$ cat src/rtl/bnn_pkg.sv
// Shared sizing and state encoding for the BNN inference sequencer.
package bnn_pkg;

  localparam int unsigned N_FEAT     = 16;
  localparam int unsigned FEAT_W     = 7;
  localparam int unsigned N_CLASS    = 10;
  localparam int unsigned SCORE_W    = 5;
  localparam int unsigned SETTLE_CYC = 2;
  localparam int unsigned CLS_W      = 4;

  localparam int unsigned FCNT_W = $clog2(N_FEAT);
  localparam int unsigned SET_W  = $clog2(SETTLE_CYC + 1);

  typedef enum logic [1:0] {
    LOAD   = 2'd0,
    SETTLE = 2'd1,
    SCAN   = 2'd2,
    DONE   = 2'd3
  } state_t;

endpackage

$ cat src/rtl/bnn_argmax_seq.sv
// Serial argmax: one score per sample; start reloads, later samples win only on strictly greater.
module bnn_argmax_seq
  import bnn_pkg::*;
(
  input  logic               clk,
  input  logic               rst,
  input  logic               sample,
  input  logic               start,
  input  logic [CLS_W-1:0]   sample_idx,
  input  logic [SCORE_W-1:0] score_in,
  output logic [SCORE_W-1:0] best,
  output logic [CLS_W-1:0]   best_idx
);

  always_ff @(posedge clk) begin
    if (rst) begin
      best     <= '0;
      best_idx <= '0;
    end else if (sample && (start || (score_in > best))) begin
      best     <= score_in;
      best_idx <= sample_idx;
    end
  end

endmodule

$ cat src/rtl/bnn_infer_seq.sv
// Frame assembly, settle wait, class scan and result handshake around the combinational BNN datapath.
module bnn_infer_seq
  import bnn_pkg::*;
(
  input  logic                       clk,
  input  logic                       rst,
  input  logic                       in_valid,
  output logic                       in_ready,
  input  logic [FEAT_W-1:0]          in_data,
  output logic [N_FEAT*FEAT_W-1:0]   feat_bus,
  input  logic [N_CLASS*SCORE_W-1:0] score_bus,
  output logic                       out_valid,
  input  logic                       out_ready,
  output logic [CLS_W-1:0]           out_class,
  output logic [SCORE_W-1:0]         out_score,
  output logic                       busy
);

  state_t              state;
  logic [FCNT_W-1:0]   feat_cnt;
  logic [SET_W-1:0]    settle_cnt;
  logic [CLS_W-1:0]    scan_idx;
  logic [SCORE_W-1:0]  score_sel;

  // Score mux for the class currently being scanned.
  always_comb begin
    score_sel = '0;
    for (int k = 0; k < N_CLASS; k++) begin
      if (scan_idx == CLS_W'(k)) score_sel = score_bus[k*SCORE_W +: SCORE_W];
    end
  end

  always_ff @(posedge clk) begin
    if (rst) begin
      state      <= LOAD;
      feat_cnt   <= '0;
      settle_cnt <= '0;
      scan_idx   <= '0;
      feat_bus   <= '0;
      out_valid  <= 1'b0;
      in_ready   <= 1'b0;
      busy       <= 1'b0;
    end else begin
      case (state)
        LOAD: begin
          if (in_valid && in_ready) begin
            for (int i = 0; i < N_FEAT; i++) begin
              if (feat_cnt == FCNT_W'(i)) feat_bus[i*FEAT_W +: FEAT_W] <= in_data;
            end
            busy <= 1'b1;
            if (feat_cnt == FCNT_W'(N_FEAT - 1)) begin
              feat_cnt <= '0;
              in_ready <= 1'b0;
              state    <= SETTLE;
            end else begin
              feat_cnt <= feat_cnt + FCNT_W'(1);
            end
          end else begin
            in_ready <= 1'b1;
          end
        end
        SETTLE: begin
          if (settle_cnt == SET_W'(SETTLE_CYC)) begin
            settle_cnt <= '0;
            scan_idx   <= '0;
            state      <= SCAN;
          end else begin
            settle_cnt <= settle_cnt + SET_W'(1);
          end
        end
        SCAN: begin
          if (scan_idx == CLS_W'(N_CLASS - 1)) begin
            scan_idx  <= '0;
            out_valid <= 1'b1;
            state     <= DONE;
          end else begin
            scan_idx <= scan_idx + CLS_W'(1);
          end
        end
        DONE: begin
          if (out_ready) begin
            out_valid <= 1'b0;
            in_ready  <= 1'b1;
            busy      <= 1'b0;
            state     <= LOAD;
          end
        end
        default: state <= LOAD;
      endcase
    end
  end

  bnn_argmax_seq u_argmax (
    .clk        (clk),
    .rst        (rst),
    .sample     (state == SCAN),
    .start      (scan_idx == '0),
    .sample_idx (scan_idx),
    .score_in   (score_sel),
    .best       (out_score),
    .best_idx   (out_class)
  );

endmodule

$ cat config.mk
export PLATFORM = sky130hd
export DESIGN_NAME = bnn_infer_seq
export DESIGN_NICKNAME = d
export VERILOG_FILES = /design/src/rtl/bnn_pkg.sv /design/src/rtl/bnn_argmax_seq.sv /design/src/rtl/bnn_infer_seq.sv
export SDC_FILE = /design/constraint.sdc
export NUM_CORES = 1
export LEC_CHECK = 0
export ABC_AREA = 1
export CAP_MARGIN = 5
export CORE_AREA = 4 4 112 125
export CTS_BUF_LIST = sky130_fd_sc_hd__clkbuf_4 sky130_fd_sc_hd__clkbuf_8 sky130_fd_sc_hd__clkbuf_16
export DETAILED_ROUTE_END_ITERATION = 8
export DIE_AREA = 0 0 116 129
export GPL_TIMING_DRIVEN = 0
export HOLD_SLACK_MARGIN = 0.03
export PLACE_DENSITY = 0.8
export REMOVE_ABC_BUFFERS = 1
export SYNTH_ARGS = -nofsm -noshare
export SYNTH_HDL_FRONTEND = slang
export SYNTH_HIERARCHICAL = 1
export SYNTH_SLANG_ARGS = --single-unit
$ cat constraint.sdc
create_clock -name clk -period 2.7 [get_ports clk]
set_input_delay 0.54 -clock clk [delete_from_list [all_inputs] [get_ports clk]]
set_output_delay 0.54 -clock clk [all_outputs]
set_load 0.05 [all_outputs]
# Yosys cells after proc, flatten, opt, wreduce, memory -nomap -nowiden
# Cells that the tools add are included.
[word_totals]
register_bits = 136
input_bits = 61
output_inout_bits = 124
word_cells = 124
[op_classes]
addsub = 3
magnitude_cmp = 1
n_eq_ne = 34
muxes = 30
reduce_logical = 31
[ops]
columns = ["op", "count"]
rows = [
  ["$reduce_and 3->1", 19],
  ["$mux 5", 10],
  ["$eq 4x4->1 const B", 10],
  ["$eq 4x3->1 const B", 8],
  ["$eq 4x2->1 const B", 4],
  ["$mux 2", 6],
  ["$mux 4", 3],
  ["$ne 2x2->1 const B", 5],
  ["$add 4x1->4 const B", 2],
  ["$eq 4x1->1 const B", 2],
  ["$logic_not 4->1", 2],
  ["$pmux 2 s4", 1],
  ["$pmux 4 s2", 1],
  ["$eq 2x2->1 const B", 3],
  ["$mux 1", 6],
  ["$pmux 1 s2", 3],
  ["$reduce_bool 2->1", 3],
  ["$gt 5x5->1", 1],
  ["$reduce_and 5->1", 1],
  ["$reduce_and 2->1", 2],
  ["$ne 3x3->1 const B", 1],
  ["$add 2x1->2 const B", 1],
  ["$eq 2x1->1 const B", 1],
  ["$logic_and 1x1->1", 2],
  ["other kinds (2)", 2],
]

# Depth between registers and ports, before layout
# Gate-level depths: netlist of run 1.
[depth]
depth_word = 14
ltp_mapped = 19

# By module
# Netlist of run 1, hierarchy kept.
[modules_own_cells]
columns = ["module", "n_inst", "cells_each", "area_each_um2", "seq_area_each_um2"]
rows = [
  ["bnn_infer_seq", 1, 726, 5275.1, 2542.4],
  ["bnn_argmax_seq", 1, 83, 643.1, 180.2],
]

# Least setup slack after synthesis of run 1
# Ideal clock, no wire load.
[synth_path]
path_kind = "reg2reg"
start = "register scan_idx[1]"
end = "register u_argmax.best[1]"
setup_time_ns = 0.115
t_arrival_ns = 2.216
required_ns = 2.585
slack_ns = 0.369
stages_incl_launch_ff = 18
path_buffers = 1
period_less_slack_ns = 2.331
cell_sequence = "dfxtp_1 -> nand2_1 -> nor2_2 -> inv_1 -> o21ai_0 -> inv_1 -> nand2_1 -> nand3_1 -> ha_1 -> nand2_2 -> inv_1 -> nand2_1 -> nand3_2 -> nand2_2 -> nand2_4 -> buf_12 -> a21oi_2 -> nor2_2"
[synth_via]
elab_chain_cells = 14
elab_cells_between_ends = 23
classes_between = "order compare (1); eq/ne (9); mux (10); reduce/logical (3)"
[synth_rtl]
columns = ["item", "line", "source"]
rows = [
  ["start, declared", "bnn_infer_seq.sv:22", "logic [CLS_W-1:0] scan_idx;"],
  ["start signal, assigned", "bnn_infer_seq.sv:77", "scan_idx <= scan_idx + CLS_W'(1);"],
  ["$logic_not 4->1", "bnn_infer_seq.sv:29", "if (scan_idx == CLS_W'(k)) score_sel = score_bus[k*SCORE_W +: SCORE_W];"],
  ["$mux 5 (9 in series)", "bnn_infer_seq.sv:29", ""],
  ["$mux 5 *", "bnn_infer_seq.sv:29", ""],
  ["via score_sel[4]", "bnn_infer_seq.sv:23", "logic [SCORE_W-1:0] score_sel;"],
  ["$gt 5x5->1 *", "bnn_argmax_seq.sv:19", "end else if (sample && (start || (score_in > best))) begin"],
  ["$logic_or 1x1->1 *", "bnn_argmax_seq.sv:19", ""],
  ["$logic_and 1x1->1 *", "bnn_argmax_seq.sv:19", ""],
  ["end signal, assigned", "bnn_argmax_seq.sv:20", "best <= score_in;"],
  ["end, declared", "bnn_argmax_seq.sv:11", "output logic [SCORE_W-1:0] best,"],
]
# Mark *: on every way through the listed nets, which the timed path passes. The rest lies on a longest branch.
# A chain may end at the register's enable or synchronous reset.

# Worst setup path in the final report of run 1
[layout_path]
start = "register scan_idx[2]"
end = "register u_argmax.best[1]"
# Same word-level chain as after synthesis.

==> results of run 1 <==
-- layer usage --
layer  vias to the layer above  GRT usage, %  share of wire, %  wire (um)
li1                       2938             -                 -          -
met1                      2594          29.0                42       7390
met2                       222          37.0                46       8080
met3                        19          9.78                11       1880
met4                         0          5.94               1.1        192
met5                         -             0                 0          0
-- registers in the layout (all words and copies together), names as in the netlist --
| signal | count |
|---|---|
| scan_idx | 4 |
| settle_cnt | 2 |
| out_valid | 1 |
| in_ready | 1 |
| feat_bus | 112 |
| state | 2 |
| feat_cnt | 4 |
| busy | 1 |
| u_argmax/best_idx | 4 |
| u_argmax/best | 5 |
-- cells in the final DEF (no fill, tap or decap) --
master             n
nor2_8             1
dfxtp_4            1
nor3_1             3
a31oi_1            1
nand2_1           62
nand2_8            1
clkinvlp_4         3
clkinv_2           3
nand4_1            7
a211oi_1           2
clkinv_4           2
nand2_4            4
o21ai_1            1
nor2_4            19
ha_1              13
bufinv_16          4
nand3_1           35
dfxtp_1          132
nand2_2            8
buf_16             1
clkbuf_16         17
inv_2             17
clkdlybuf4s50_1  184
or2_2              1
clkbuf_8           1
buf_4              2
nor2_1           252
inv_12             1
inv_4              1
inv_1             51
nand3_2            2
nor2_2             6
a21oi_2            9
clkbuf_4           2
a21oi_1           19
nor3_4             1
o21ai_0          126
dfxtp_2            3
-- metrics by stage --
stage | setup WS, ns | util (%)
final | 0.248 | 67.9
after global routing | -0.0192 | 67.9
after CTS | 0.0111 | 67.2
after detailed placement | -0.226 | 62.2
after global placement | -1.27 | 62.0
after floorplan | 0.220 | -
-- critical path, stage by stage, from the launching register on --
cell and delay (ns):
dfxtp_2 0.44, nand2_4 0.11, nor2_4 0.21, inv_1 0.12, o21ai_0 0.15, inv_1 0.05
nand2_1 0.07, nand3_1 0.09, ha_1 0.33, nand2_2 0.11, inv_1 0.04, nand2_1 0.07
nand3_2 0.09, nand2_4 0.11, nand2_4 0.13, a21oi_2 0.16, nor2_2 0.05
-- power by group through the flow --
| stage | Combinational (mW) | Sequential, mW | Clock [mW] |
|---|---|---|---|
| 4_1_cts | 0.339 | 2.04 | 2.49 |
| 3_3_place_gp | 0.331 | 2.08 | 0 |
| 2_1_floorplan | 0.0910 | 2.14 | 0 |
| 5_1_grt | 0.365 | 2.04 | 2.60 |
| 3_5_place_dp | 0.336 | 2.08 | 0 |
| 6_report | 0.343 | 2.04 | 2.46 |
-- final cells by class --
class                           instances  area, um2  share of cell area, %
Sequential cell                       136       2730                   31.9
Clock buffer                           20        454                   5.31
Timing Repair Buffer                  187       1880                   22.0
Clock inverter                         12        175                   2.05
Inverter                               70        278                   3.25
Multi-Input combinational cell        573       2840                   33.1
Tap cell                              157        196                   2.30
-- final timing paths --
check / endpoint / slack, ns / cells after the start
worst max register to register: u_argmax/best[1]$_SDFFE_PP0P_ / 0.25 / 16
worst max-delay path: u_argmax/best[1]$_SDFFE_PP0P_ / 0.25 / 16
worst min register to register: settle_cnt[0]$_SDFFE_PP0N_ / 0.45 / 2
worst min-delay path: settle_cnt[0]$_SDFFE_PP0N_ / 0.45 / 2
-- cells by family (layout without fill, tap and decap cells) --
family,Yosys count,in the layout
buf+inv,101,289
compound gates,158,158
flops,136,136
simple gates,401,402
fa+ha+maj,13,13
-- timing repair --
item                       4_1_cts  5_1_grt
resized for setup                1       19
setup endpoints to repair        9        9
setup buffers                    0        2
pin swaps                        0        3
hold buffers                     0        0
gates cloned                     0        1
==> results.tsv, run 1 <==
metric	value	unit
status	finished clean	
synth cell count leaders	nor2_1 (257), dfxtp_1 (136), o21ai_0 (127), nand2_1 (64), inv_1 (52)	
ant diodes	0	
Post-synth EDFFs	0	
CORE AREA	12600	um2
routed vias	5773	
kind of critical path	flip-flop to flip-flop	
number of remaining DRC errors	0	
Adder-Cell Fraction of Synth Area	2.75	%
Yosys reg bits	136	
cell taking the most area after synthesis	dfxtp_1	
Worst Path Max Fanout	9	
hold crit path type	flip-flop to flip-flop	
ys async rst share	0	%
die area	15000	um2
post-synthesis area per instance	7.32	um2
Clock Tree Buf Depth	2	
Peak supply drop	456	uV
Power Dens Cells	566	nW/um2
sequential fraction of the synthesis area	46.0	%
WL/cell	15.2	um
RR Startpoint	scan_idx[2]$_SDFFE_PP0P_	
DP Cell Count	1120	
H-tree depth	4	
PortBufs	184	
top cell type's share of synthesized area	46.0	%
sw power	1.09	mW
Flop pwr share	42.1	%
Gate Count Post-Synth	809	
largest family of logic cells by synthesized area	simple AND/OR/NAND/NOR gates	
first-pass GRT wire length	27.6	mm
Final HPWL DP	11.8	mm
clock group share of total power	50.8	%
post-synthesis simple-gate area fraction	30.0	%
worst-skew pair later-pin latency	0.41	ns
Fmax achieved	408	MHz
Finished Layout Cells	1155	
io pins	185	
Worst Path Required	3.00	ns
DP Area	7830	um2
final worst-path cycle share	90.8	%
total wire length	17.5	mm
CTS sink count	136	
largest net degree at the start of global routing	114	
MaxCap Viol Count	0	
vias in the first global route	5487	
post-synthesis cell type count	27	
most frequent cell after synthesis	nor2_1	
Clock Pin Slew Worst Setup and Hold Paths	0.06	ns
placer congestion estimate	0.812	
worst hold start	settle_cnt[0]$_SDFFE_PP0N_	
internal power	3.75	mW
CTS tree	yes	
Rows	43	
Die X	116	um
starting density of the core	47.0	%
Synth Area in Compound Gates	14.0	%
nets	1059	
mapped cell area	5920	um2
YS warnings	6	
remaining antenna violation count	0	
Rel. slew slack	32.3	%
crit path DAT	2.75	ns
CTS Buf Count	17	
fin area	8550	um2
CTS root buf	clkbuf_16	
Comb pwr share	7.1	%
synth top area cells	dfxtp_1 (46%), nor2_1 (16%), o21ai_0 (11%)	
Worst setup startpoint	scan_idx[2]$_SDFFE_PP0P_	
critical path capture point type	flip-flop	
Layout Skew	0.00944	ns
setup_tns	0	ns
post-route total power	4.84	mW
grt total ovfl	0	
layout cell share with drive strength beyond 1	11.0	%
Startpoint Class	flip-flop	
Hold Fails Final Rpt	0	
XOR/XNOR share of the synthesized area	0	%
Leakage	3.55	nW
DIE HEIGHT	129	um
switching share of power	22.5	%
prevailing post-synth register cell	dfxtp_1	
Slew Viols, Final	0	
antenna violations before repair	0	
DRT iter0 DRCs	406	
GRT Util Overall	23.2	%
Worst-Margin Slew	1.01	ns
Setup-failing EPs final	0	
DRT Pass-1 Iters	5	
mux cell area share after synthesis	0	%
Fin Hold WS	0.449	ns
fill count	1068	
Tmin final	2.45	ns
Area growth syn-to-layout	44.5	%
vias per cell	5.00	
No activity file was read; power rests on OpenSTA's default activity.
==> run 2: changes to the inputs <==
--- a/config.mk
+++ b/config.mk
@@ -7,10 +7,10 @@
 export LEC_CHECK = 0
 export ABC_AREA = 1
 export CAP_MARGIN = 5
-export CORE_AREA = 4 4 112 125
+export CORE_AREA = 2 2 110 123
 export CTS_BUF_LIST = sky130_fd_sc_hd__clkbuf_4 sky130_fd_sc_hd__clkbuf_8 sky130_fd_sc_hd__clkbuf_16
 export DETAILED_ROUTE_END_ITERATION = 8
-export DIE_AREA = 0 0 116 129
+export DIE_AREA = 0 0 112 125
 export GPL_TIMING_DRIVEN = 0
 export HOLD_SLACK_MARGIN = 0.03
 export PLACE_DENSITY = 0.8
==> results.tsv, run 2 (synthesized netlist as in run 1, its figures left out) <==
metric	value	unit	change
setup_tns	0	ns	unchanged
Flop pwr share	42.7	%	+0.6 points
GR Util met3	8.68	%	-1.1 points
Clock Tree Buf Depth	2		unchanged
Biggest register	feat_bus		
PortBufs	184		unchanged
internal power	3.70	mW	-1.4%
Finished Layout Cells	1157		+0.17%
Die X	112	um	-3.4%
Tmin final	2.46	ns	+0.00570 ns
worst reg2reg setup slack	0.24	ns	about the same
kind of critical path	flip-flop to flip-flop		
Rows	44		+2.3%
CTS Buf Count	17		unchanged
layout cell share with drive strength beyond 1	10.6	%	-0.38 points
met1 GRT Util	29.2	%	+0.18 points
CTS root buf	clkbuf_16		
RR Startpoint	scan_idx[3]$_SDFFE_PP0P_		
Rel. slew slack	32.2	%	-0.12 points
vias per cell	5.00		about the same
number of flip-flops in the largest register	112		unchanged
DRT Pass-1 Iters	4		-1
nets	1057		-0.19%
vias in the first global route	5559		+1.3%
critical path capture point type	flip-flop		
WL/cell	14.6	um	-3.7%
grt total ovfl	0		unchanged
worst-case reg-to-reg path depth	18		+2
status	finished clean		
antenna violations before repair	0		unchanged
largest net degree at the start of global routing	123		+7.9%
number of remaining DRC errors	0		unchanged
Area growth syn-to-layout	43.5	%	
clock group share of total power	50.2	%	-0.6 points
placer congestion estimate	0.831		+2.4%
CTS tree	yes		
Comb pwr share	7.0	%	about the same
Worst Path Required	3.00	ns	about the same
sw power	1.07	mW	-1.6%
WHS Endpoint	settle_cnt[0]$_SDFFE_PP0N_		
Layout Skew	0.0120	ns	+0.00257 ns
first-pass GRT wire length	27.4	mm	-0.97%
routed vias	5780		+0.12%
Peak supply drop	479	uV	+5.2%
hold crit path type	flip-flop to flip-flop		
Setup-failing EPs final	0		unchanged
remaining antenna violation count	0		unchanged
CORE AREA	12900	um2	+2.3%
Clock Pin Slew Worst Setup and Hold Paths	0.06	ns	about the same
Worst path most repeated cell	nand2_2		
H-tree depth	4		unchanged
delay-heaviest family, CP	simple AND/OR/NAND/NOR gates		
Slew Viols, Final	0		unchanged
Slowest-stage cell, CP	dfxtp_2		
crit path DAT	2.76	ns	about the same
reg2reg end	u_argmax/best_idx[2]$_SDFFE_PP0P_		
worst-skew pair later-pin latency	0.41	ns	about the same
Power Dens Cells	562	nW/um2	-0.77%
GR Util met2	39.8	%	+2.8 points
CP max stage delay	0.39	ns	-0.05 ns
total wire length	16.9	mm	-3.5%
crit path buf inv count	2		-1
die area	14000	um2	-6.4%
DIE HEIGHT	125	um	-3.1%
worst hold start	settle_cnt[0]$_SDFFE_PP0N_		
Leakage	3.52	nW	-0.89%
Hold Fails Final Rpt	0		unchanged
GRT Max-Usage Layer	met2		
MaxCap Viol Count	0		unchanged
CTS sink count	136		unchanged
final worst-path cycle share	91.0	%	+0.21 points
Worst Path Max Fanout	18		+9
starting density of the core	45.9	%	-1.1 points
most frequent cells in the layout	nor2_1 (253), clkdlybuf4s50_1 (184), dfxtp_1 (132)		
DP Cell Count	1123		+0.27%
DRT iter0 DRCs	379		-6.7%
GRT Util Overall	23.8	%	+0.64 points
Regs by FF count	feat_bus (112), u_argmax/best (5)		
Startpoint Class	flip-flop		
ant diodes	0		unchanged
io pins	185		unchanged
Fmax achieved	407	MHz	-0.23%
CP cell instances	inv_1, nand2_2, nor2_4, buf_4, a21oi_1, nand4_1, nand2_1, nand3_1, ha_1, nand2_2, nor2_4, nand2_2, nand3_2, nand2_2, nand2_8, nand3_1, nand2_1, nor2_1		
switching share of power	22.5	%	-0.025 points
hold path depth	2		unchanged
Worst-Margin Slew	1.02	ns	+0.00180 ns
Fin Hold WS	0.452	ns	+0.00270 ns
commonest non-fill, non-tap cell in the layout	nor2_1		
Final HPWL DP	11.2	mm	-4.4%
[run 2: changes by cell type in the layout (fill, tap and decap cells not counted), sizes merged]
cell / delta
clkinv: -1
clkbuf: +1
buf: -1
nand2: -1
inv: +1
bufinv: -1
[run 2: how the worst max path moves through the flow]
stage,startpoint,to,cells past startpoint
floorplan,scan_idx[2]$_SDFFE_PP0P_,u_argmax/best[1]$_SDFFE_PP0P_,16
detailed placement,scan_idx[2]$_SDFFE_PP0P_,u_argmax/best_idx[2]$_SDFFE_PP0P_,16
global placement,rst,feat_cnt[3]$_SDFFE_PP0P_,4
global route,scan_idx[1]$_SDFFE_PP0P_,u_argmax/best_idx[2]$_SDFFE_PP0P_,17
CTS,scan_idx[1]$_SDFFE_PP0P_,u_argmax/best_idx[2]$_SDFFE_PP0P_,17
finish,scan_idx[3]$_SDFFE_PP0P_,u_argmax/best_idx[2]$_SDFFE_PP0P_,18
[run 2: what timing repair did]
action                                  in CTS  in global routing
gates resized for setup                      2                 12
endpoints found under the setup margin       9                  9
hold buffers                                 0                  0
setup buffers                                0                  2
pin swaps                                    0                  2
[run 2: per-layer routing]
metal,share of wire [%],vias to the layer above
met3,9.2,18
met1,42,2616
met2,47,206
met5,0,-
li1,-,2940
met4,1.3,0
[run 2: final cells by class]
type,instances,area (um2)
timing repair buffer,186,1860
multi-input combinational,572,2810
tap,161,201
clock buffer,21,474
inverter,70,278
clock inverter,11,145
sequential,136,2730
fill,1114,4390
[run 2: power groups by stage]
stage / sequential [mW] / combinational (mW) / clock, mW
final: 2.04 / 0.336 / 2.40
after global placement: 2.08 / 0.332 / 0
after floorplan: 2.14 / 0.0910 / 0
after global routing: 2.04 / 0.363 / 2.52
after detailed placement: 2.08 / 0.333 / 0
after CTS: 2.04 / 0.336 / 2.43
[run 2: through the flow]
stage               power, mW  worst slack [ns]  util, %  area, um2
floorplan                2.23             0.220        -       5760
global placement         2.41             -1.26     60.6       7810
detailed placement       2.42            -0.210     60.6       7810
CTS                      4.80           0.00577     65.5       8430
global route             4.92           -0.0141     65.9       8490
finish                   4.77             0.242     65.9       8490
[run 2: worst reg2reg max path, cell delays in order, from the launching register on]
cell and delay (ns):
dfxtp_2 0.39, inv_1 0.08, nand2_2 0.14, nor2_4 0.08, buf_4 0.14, a21oi_1 0.13
nand4_1 0.13, nand2_1 0.09, nand3_1 0.10, ha_1 0.33, nand2_2 0.07, nor2_4 0.09
nand2_2 0.05, nand3_2 0.05, nand2_2 0.08, nand2_8 0.15, nand3_1 0.09, nand2_1 0.12
nor2_1 0.04
==> run 3: changes to the inputs <==
--- a/config.mk
+++ b/config.mk
@@ -6,7 +6,6 @@
 export NUM_CORES = 1
 export LEC_CHECK = 0
 export ABC_AREA = 1
-export CAP_MARGIN = 5
 export CORE_AREA = 2 2 110 123
 export CTS_BUF_LIST = sky130_fd_sc_hd__clkbuf_4 sky130_fd_sc_hd__clkbuf_8 sky130_fd_sc_hd__clkbuf_16
 export DETAILED_ROUTE_END_ITERATION = 8
==> results of run 3 <==
The final DEF is identical to that of run 2; final timing and power are the same.
